==> config.mk <==
export PLATFORM = sky130hd
export DESIGN_NAME = seg7_scan_driver
export DESIGN_NICKNAME = d
export VERILOG_FILES = /design/src/rtl/seg7_scan_driver_pkg.sv /design/src/rtl/seg7_hex_decode.sv /design/src/rtl/seg7_scan_driver.sv
export SDC_FILE = /design/constraint.sdc
export NUM_CORES = 1
export LEC_CHECK = 0
export ABC_AREA = 0
export CAP_MARGIN = 20
export CORE_UTILIZATION = 50
export CTS_CLUSTER_DIAMETER = 30
export DETAILED_ROUTE_END_ITERATION = 10
export GPL_ROUTABILITY_DRIVEN = 0
export GPL_TIMING_DRIVEN = 0
export MAX_ROUTING_LAYER = met4
export PLACE_DENSITY = 0.75
export SLEW_MARGIN = 20
export SYNTH_ARGS = -nofsm -noshare
export SYNTH_HDL_FRONTEND = slang
export SYNTH_SLANG_ARGS = --single-unit
==> constraint.sdc <==
create_clock -name i_clk -period 4.95 [get_ports i_clk]
set_clock_uncertainty 0.05 [all_clocks]
set_input_delay 0.7425 -clock i_clk [delete_from_list [all_inputs] [get_ports i_clk]]
set_output_delay 0.7425 -clock i_clk [all_outputs]
set_load 0.02 [all_outputs]
==> src/rtl/seg7_scan_driver_pkg.sv <==
// Shared constants for the 7-segment display blocks: digit width, segment bit
// positions and the lit-high hex-to-segment table.
package seg7_scan_driver_pkg;

  localparam int DIGIT_W = 4;

  localparam int SEG_A = 0;
  localparam int SEG_B = 1;
  localparam int SEG_C = 2;
  localparam int SEG_D = 3;
  localparam int SEG_E = 4;
  localparam int SEG_F = 5;
  localparam int SEG_G = 6;

  // Element [n] is the lit-high g..a pattern for hex value n.
  localparam logic [15:0][6:0] HEX_SEG_LUT = {
    7'h71, 7'h79, 7'h5E, 7'h58, 7'h7C, 7'h77, 7'h6F, 7'h7F,
    7'h07, 7'h7D, 7'h6D, 7'h66, 7'h4F, 7'h5B, 7'h06, 7'h3F
  };

endpackage

==> src/rtl/seg7_hex_decode.sv <==
// Pure combinational nibble to lit-high segment lookup, shared by display blocks.
module seg7_hex_decode
  import seg7_scan_driver_pkg::*;
(
  input  logic [DIGIT_W-1:0] i_nibble,
  output logic [6:0]         o_seg
);

  assign o_seg = HEX_SEG_LUT[i_nibble];

endmodule

==> src/rtl/seg7_scan_driver.sv <==
// Time-multiplexed N-digit 7-segment scanner with an anti-ghosting guard interval,
// per-digit blank/blink/dp and leading-zero blanking.
module seg7_scan_driver
  import seg7_scan_driver_pkg::*;
#(
  parameter int N_DIGITS       = 4,
  parameter int SCAN_DIV       = 50000,
  parameter int GUARD          = 2,
  parameter int BLINK_FRAMES   = 64,
  parameter bit SEG_ACTIVE_LOW = 1'b1,
  parameter bit AN_ACTIVE_LOW  = 1'b1
)
(
  input  logic                        i_clk,
  input  logic                        i_rst_n,
  input  logic [DIGIT_W*N_DIGITS-1:0] i_data,
  input  logic                        i_load,
  input  logic [N_DIGITS-1:0]         i_dp,
  input  logic [N_DIGITS-1:0]         i_blank,
  input  logic [N_DIGITS-1:0]         i_blink,
  input  logic                        i_lzb_en,
  output logic [6:0]                  o_digital,
  output logic                        o_dp,
  output logic [N_DIGITS-1:0]         o_an,
  output logic                        o_frame
);

  localparam int CNT_W = (SCAN_DIV > 1) ? $clog2(SCAN_DIV) : 1;
  localparam int IDX_W = (N_DIGITS > 1) ? $clog2(N_DIGITS) : 1;
  localparam int BLK_W = (BLINK_FRAMES > 1) ? $clog2(BLINK_FRAMES) : 1;

  logic [DIGIT_W*N_DIGITS-1:0] r_data;
  logic [N_DIGITS-1:0]         r_dpSh;
  logic [N_DIGITS-1:0]         r_blankSh;
  logic [N_DIGITS-1:0]         r_blinkSh;

  logic [CNT_W-1:0]   r_cnt;
  logic [IDX_W-1:0]   r_idx;
  logic [BLK_W-1:0]   r_blinkCnt;
  logic               r_blinkOn;
  logic [DIGIT_W-1:0] r_slotNib;
  logic               r_slotDp;
  logic               r_slotBlank;
  logic               r_slotBlink;
  logic               r_slotZeroAbove;

  logic [N_DIGITS-1:0] r_an;
  logic [6:0]          r_seg;
  logic                r_dpOut;
  logic                r_frame;

  logic               w_wrap;
  logic               w_frameWrap;
  logic [IDX_W-1:0]   w_nextIdx;
  logic [DIGIT_W-1:0] w_capNib;
  logic               w_capDp;
  logic               w_capBlank;
  logic               w_capBlink;
  logic               w_capZeroAbove;
  logic [6:0]         w_litSeg;
  logic               w_dark;
  logic [N_DIGITS-1:0] w_anNext;
  logic [6:0]          w_segNext;
  logic                w_dpNext;

  assign w_wrap      = (r_cnt == CNT_W'(SCAN_DIV - 1));
  assign w_nextIdx   = (r_idx == IDX_W'(N_DIGITS - 1)) ? '0 : r_idx + IDX_W'(1);
  assign w_frameWrap = w_wrap && (w_nextIdx == '0);

  // Pick the shadow fields of the digit about to be scanned; latched once per slot.
  always_comb begin
    w_capNib       = '0;
    w_capDp        = 1'b0;
    w_capBlank     = 1'b0;
    w_capBlink     = 1'b0;
    w_capZeroAbove = 1'b0;
    for (int k = 0; k < N_DIGITS; k++) begin
      if (IDX_W'(k) == w_nextIdx) begin
        w_capNib       = r_data[DIGIT_W*k +: DIGIT_W];
        w_capDp        = r_dpSh[k];
        w_capBlank     = r_blankSh[k];
        w_capBlink     = r_blinkSh[k];
        w_capZeroAbove = ((r_data >> (DIGIT_W * k)) == '0);
      end
    end
  end

  always_ff @(posedge i_clk) begin
    if (!i_rst_n) begin
      r_data    <= '0;
      r_dpSh    <= '0;
      r_blankSh <= '0;
      r_blinkSh <= '0;
    end else if (i_load) begin
      r_data    <= i_data;
      r_dpSh    <= i_dp;
      r_blankSh <= i_blank;
      r_blinkSh <= i_blink;
    end
  end

  // Slot fields are captured from the pre-load shadow, so a load on the wrap edge lands one slot later.
  always_ff @(posedge i_clk) begin
    if (!i_rst_n) begin
      r_cnt           <= '0;
      r_idx           <= '0;
      r_blinkCnt      <= '0;
      r_blinkOn       <= 1'b1;
      r_slotNib       <= '0;
      r_slotDp        <= 1'b0;
      r_slotBlank     <= 1'b0;
      r_slotBlink     <= 1'b0;
      r_slotZeroAbove <= 1'b1;
    end else if (w_wrap) begin
      r_cnt           <= '0;
      r_idx           <= w_nextIdx;
      r_slotNib       <= w_capNib;
      r_slotDp        <= w_capDp;
      r_slotBlank     <= w_capBlank;
      r_slotBlink     <= w_capBlink;
      r_slotZeroAbove <= w_capZeroAbove;
      if (w_frameWrap) begin
        if (r_blinkCnt == BLK_W'(BLINK_FRAMES - 1)) begin
          r_blinkCnt <= '0;
          r_blinkOn  <= ~r_blinkOn;
        end else begin
          r_blinkCnt <= r_blinkCnt + BLK_W'(1);
        end
      end
    end else begin
      r_cnt <= r_cnt + CNT_W'(1);
    end
  end

  seg7_hex_decode u_decode (
    .i_nibble (r_slotNib),
    .o_seg    (w_litSeg)
  );

  always_comb begin
    w_dark    = r_slotBlank
              | (r_slotBlink & ~r_blinkOn)
              | (i_lzb_en & (r_idx != '0) & r_slotZeroAbove);
    w_anNext  = '0;
    w_segNext = '0;
    w_dpNext  = 1'b0;
    if (r_cnt >= CNT_W'(GUARD)) begin
      w_anNext = N_DIGITS'(1) << r_idx;
      if (!w_dark) begin
        w_segNext = w_litSeg;
        w_dpNext  = r_slotDp;
      end
    end
  end

  // Polarity is folded in only here; everything upstream is active-high.
  always_ff @(posedge i_clk) begin
    if (!i_rst_n) begin
      r_an    <= {N_DIGITS{AN_ACTIVE_LOW}};
      r_seg   <= {7{SEG_ACTIVE_LOW}};
      r_dpOut <= SEG_ACTIVE_LOW;
      r_frame <= 1'b0;
    end else begin
      r_an    <= w_anNext ^ {N_DIGITS{AN_ACTIVE_LOW}};
      r_seg   <= w_segNext ^ {7{SEG_ACTIVE_LOW}};
      r_dpOut <= w_dpNext ^ SEG_ACTIVE_LOW;
      r_frame <= w_frameWrap;
    end
  end

  assign o_an      = r_an;
  assign o_digital = r_seg;
  assign o_dp      = r_dpOut;
  assign o_frame   = r_frame;

endmodule
======== Yosys cells after proc, flatten, opt, wreduce, memory -nomap -nowiden ========
Memory sizes are Yosys's and may differ from the RTL's. A register that Yosys moved wholly into a read port is not among the register bits.
Index checks and enable logic that the tools add are counted.
Widths: inputs -> output; s select.
cells by class
  multipliers ............................. 0
  bitwise operators ....................... 10
  magnitude comparators ................... 2
  equality and inequality tests ........... 6
  reduce and logical (&&, ||, !) cells .... 10
  mux-type cells .......................... 30
  shift-type cells ........................ 1
  add/subtract/negate cells ............... 3
  divide/modulo/power cells ............... 0
operators by type and width
  cell                   number
  $logic_not 16->1       4
  $mux 4                 7
  $mux 7                 3
  $mux 1                 18
  $add 16x1->16 const B  1
  $eq 16x16->1 const B   1
  $ge 16x2->1 const B    1
  $not 7->7              1
  $add 6x1->6 const B    1
  $eq 6x6->1 const B     1
  $mux 6                 1
  $lt 4x5->1 const B     1
  $eq 2x2->1 const A     2
  $not 4->4              1
  $shl 1x2->4 const A    1
  $and 1x1->1            3
  $not 1->1              3
  $reduce_and 3->1       1
  $add 2x1->2 const B    1
  $eq 1x2->1 const A     1
  $eq 2x2->1 const B     1
  $logic_not 2->1        1
  $mux 2                 1
  $or 1x1->1             2
  other kinds (4)        4
storage, ports and cells
  memories ................................ 1
  bits in registers ....................... 74
  latch bits .............................. 0
  output and inout bits ................... 13
  bits in writable memories ............... 0
  bits in read-only memories .............. 112
memory list
  memory            words  bits a word  read ports  clocked after memory_dff  wr ports  RTL line              text
  (name not given)  16     7            1           1                         0         seg7_hex_decode.sv:9  assign o_seg = HEX_SEG_LUT[i_nibble];

======== Logic depth before layout (Yosys ltp) ========
  depth in word-level cells ............... 9
  gate-level depth with buffers ........... 13
  mapped depth without buffers ............ 11

======== By module ========
From an unflattened synthesis, not the netlist that was laid out.
second synthesis, totals
  cells, all modules ...................... 390
  area, all modules ....................... 3,412.0 µm²
modules (own cells, without submodules)
  module            area an instance (µm²)  cells an instance  instances
  seg7_scan_driver  3,143.0                 358                1
  seg7_hex_decode   269.0                   32                 1

======== Worst setup path before layout ========
No wires, ideal clock.
  kind .................................... reg2reg
  start ................................... register r_idx[0]
  end ..................................... register, netlist name u_decode.o_seg[5]
  cell stages (with the launch flop) ...... 13
  slack ................................... 2,111 ps
  data required time ...................... 4,779 ps
  data arrival time ....................... 2,668 ps
  cell sequence ........................... dfxtp_1 inv_1 ha_1 clkbuf_1 clkbuf_1 nor3b_1 a221oi_1 nand2_1 a21oi_1 inv_1 ha_1 mux2_2 mux2_2
RTL lines
  what                    RTL line                 text
  start, declared         seg7_scan_driver.sv:38   logic [IDX_W-1:0] r_idx;
  start signal, assigned  seg7_scan_driver.sv:116  r_idx <= w_nextIdx;

==> impl_metrics.json <==
{
  "ir_worst_vdd_v": 0.000157,
  "wirelength_mm": 7.67,
  "ioPinCount": 45,
  "routed-wl-met3_um": 356,
  "drcViolationCount": 0,
  "wl_per_cell_um": 13.8,
  "grt_use_total_pct": 22.6,
  "synth_adder_area_share_pct": 5.83,
  "finalPower_mw": 1.25,
  "reg2reg_slack_ns": 1.53,
  "yosys.area.top_type_share_pct": 44.5,
  "synth-seq-cells": 81,
  "tightest_slew_ns": 0.682,
  "async_reset_ff_share_pct": 0,
  "worstHoldStart": "u_decode.o_seg[0]$_DFF_P_",
  "worstReg2RegStart": "r_idx[0]$_SDFFE_PN0N_",
  "ant_nets": 0,
  "firstDrtPassIters": 5,
  "antennaDiodeCount": 0,
  "wl_met2_mm": 3.51,
  "vias": 2942,
  "grt_max_degree": 15,
  "dp_hpwl_mm": 5.67,
  "drive_above_1_share_pct": 5.65,
  "fill_cells": 622,
  "synth_area_leaders": "dfxtp_1 44%, mux2i_1 8.5%, nor2_1 6.2%",
  "synth-xor-area-share_pct": 3.84,
  "viasPerCell": 5.29,
  "yosysWarnings": 0,
  "cts.sinks": 81,
  "maxClockFrequency_ghz": 0.293,
  "m1WireLength_mm": 3.65,
  "hold_buffers": 0,
  "syn-num-nets": 450,
  "max_slew_margin_pct": 54.6,
  "hold_violations": 0,
  "grt_pass1_wl_mm": 13.0,
  "drtIter0Drc": 218,
  "yosysTopAreaCell": "dfxtp_1",
  "die_x_um": 87.4,
  "holdWs_ns": 0.315,
  "layout.nets": 504,
  "synthDistinctLibCells": 48,
  "cts_resized": 0,
  "slew_viol_final": 0,
  "cts_buffer_depth": 2,
  "fin_crit_ns": 3.42,
  "fin_setup_tns_ns": 0,
  "switching_share_pct": 25.4,
  "cts_setup_buffers": 0,
  "leakage_nw": 1.73,
  "synth_edf_count": 0,
  "seqCellArea_mm2": 0.00162,
  "crit_fanout": 10,
  "synth-main-ff-cell": "dfxtp_1",
  "startpoint_type": "flip-flop",
  "routed.top_layer": "met4",
  "cts_made_buffers": 9,
  "synth_top_family_by_area": "simple AND/OR/NAND/NOR gates",
  "worstPathRequired_ns": 5.14,
  "port_buffers": 43,
  "hold_end": "o_digital[0]$_SDFF_PN1_",
  "cts_tree": "done",
  "cts_root_buffer": "clkbuf_8",
  "initial_utilization_pct": 52.8,
  "setup_viol": 0,
  "timing.critical_path.arrival_ns": 3.61,
  "clk_pin_slew_ns": 0.08,
  "synthCells": 401,
  "combPwrFrac_pct": 9.1,
  "muxShareOfSynthArea_pct": 9.13,
  "status": "complete, no violations",
  "r2r_cells": 13,
  "instances_no_fill": 556,
  "yosysSeqAreaShare_pct": 44.5,
  "seqPwrFrac_pct": 55.2,
  "p_switching_uw": 316,
  "synth_area_per_cell_um2": 9.10,
  "clkPwrFrac_pct": 35.7,
  "synth-compound-area-share_pct": 11.0,
  "power.density_mw_per_mm2": 284,
  "crit_type": "reg2reg",
  "die_h_um": 87.4,
  "overflow": 0,
  "endpoint_kind": "flip-flop",
  "yosys.area_share.simple_pct": 22.0,
  "rsz0062_at_grt": "no",
  "p_int_uw": 929,
  "grt_pass1_vias": 2850,
  "holdPathStages": 1,
  "die_area_mm2": 0.00764,
  "dp.cells": 540,
  "hold_class": "reg2reg",
  "rows": 30,
  "cap_violations": 0,
  "area_growth_pct": 20.1,
  "core_mm2": 0.00691,
  "syn-cell-area_mm2": 0.00365,
  "multiInputGateArea_mm2": 0.00189,
  "reg2reg_to": "u_decode.o_seg[3]$_DFF_P_",
  "finalCritPeriodShare_pct": 69.0,
  "clkLatencyLatePin_ns": 0.36,
  "h-tree-depth": 3,
  "antenna_found_initial": 0
}
## synth_stat cells, drive strengths merged (4+ instances only)
| master | number |
|---|---|
| nor2 | 60 |
| xor2 | 9 |
| xnor2 | 7 |
| nand3b | 7 |
| o21ai | 8 |
| ha | 17 |
| nand2 | 35 |
| nor4 | 7 |
| nand4 | 7 |
| and3 | 4 |
| a21oi | 18 |
| dfxtp | 81 |
| nor3b | 4 |
| clkbuf | 17 |
| nand3 | 15 |
| or3 | 6 |
| mux2i | 31 |
| nor3 | 9 |
| inv | 15 |
| o211a | 4 |
## state kept, by name, summed over array words and instances (netlist names), 2 cells and up
| name | flops |
|---|---|
| r_cnt | 16 |
| r_data | 16 |
| o_digital | 7 |
| u_decode.o_seg | 7 |
| r_blinkCnt | 6 |
| o_an | 4 |
| r_blankSh | 4 |
| r_blinkSh | 4 |
| r_dpSh | 4 |
| r_slotNib | 4 |
| r_idx | 2 |
## cell type report
cell class	count	share of cell area, %
multi-input combinational	285	43.1
sequential	81	37.0
timing repair buffer	43	9.83
clock buffer	10	3.14
tap	96	2.74
buffer	20	1.80
inverter	15	1.34
clock inverter	6	1.00
## power groups by stage
| stage | Combinational (mW) | Sequential (mW) | Clock (mW) |
|---|---|---|---|
| 3_3_place_gp | 0.111 | 0.702 | 0 |
| 6_report | 0.113 | 0.687 | 0.445 |
| 2_1_floorplan | 0.0533 | 0.708 | 0 |
| 4_1_cts | 0.113 | 0.688 | 0.454 |
| 5_1_grt | 0.125 | 0.690 | 0.477 |
| 3_5_place_dp | 0.113 | 0.703 | 0 |
## per-layer routing
layer	track usage [%]	vias up
met3	3.98	16
met4	11.3	0
met2	34.7	67
li1	-	1510
met5	-	-
met1	28.6	1349
## kinds of logic (layout without fill, tap and decap cells)
group                      count (synthesis)  count (layout)
DFF                                       81              81
xor gates and xnor gates                  16              16
and+or+nand+nor                          164             164
buffers and inverters                     35              94
muxes                                     33              33
AOI/OAI and AO/OA                         55              55
adders and majority gates                 17              17
## worst max-delay path, stage by stage, from the launching register on
cell and delay [ns]:
dfxtp_1 0.38, inv_1 0.13, ha_1 0.15, clkbuf_1 0.30, clkbuf_1 0.38, nor3b_1 0.09, a221oi_1 0.32, nand2_1 0.12
a21oi_1 0.44, inv_1 0.19, ha_1 0.33, nor2_1 0.08, a32oi_1 0.11, o22a_1 0.22
## layout by cell type (no fill, tap or decap), types with 3 or more instances in the layout
cell type and instances:
o211ai_1 3, nor3b_1 4, o211a_1 4, o21ai_0 8
clkdlybuf4s50_1 43, a21oi_1 18, clkinv_4 3, and3_1 4
xor2_1 9, or3_1 6, nand4_1 7, dfxtp_1 81
nor3_1 9, nand2_1 35, clkbuf_8 10, nand3_1 15
nor2_1 60, xnor2_1 7, nand3b_1 7, clkbuf_1 17
inv_1 14, nor4_1 6, mux2i_1 31, ha_1 17
nand2b_1 3, a211oi_1 3
## metrics by stage
| stage | area [um^2] | worst slack (ns) | utilization (%) |
|---|---|---|---|
| after CTS | 4380 | 1.56 | 63.4 |
| after detailed placement | 4200 | 1.57 | 60.8 |
| after global placement | 4200 | 1.68 | 60.8 |
| final | 4380 | 1.53 | 63.4 |
| after floorplan | 3650 | 2.11 | - |
| after global routing | 4380 | 1.22 | 63.4 |
## worst max path at each step
stage / from / endpoint
final: r_idx[0]$_SDFFE_PN0N_ / u_decode.o_seg[3]$_DFF_P_
after global routing: r_idx[0]$_SDFFE_PN0N_ / u_decode.o_seg[3]$_DFF_P_
after CTS: r_idx[0]$_SDFFE_PN0N_ / u_decode.o_seg[3]$_DFF_P_
after global placement: r_idx[0]$_SDFFE_PN0N_ / u_decode.o_seg[5]$_DFF_P_
after detailed placement: r_idx[0]$_SDFFE_PN0N_ / u_decode.o_seg[3]$_DFF_P_
after floorplan: r_idx[0]$_SDFFE_PN0N_ / u_decode.o_seg[5]$_DFF_P_
Note: power is estimated with default switching activity, not from simulation.
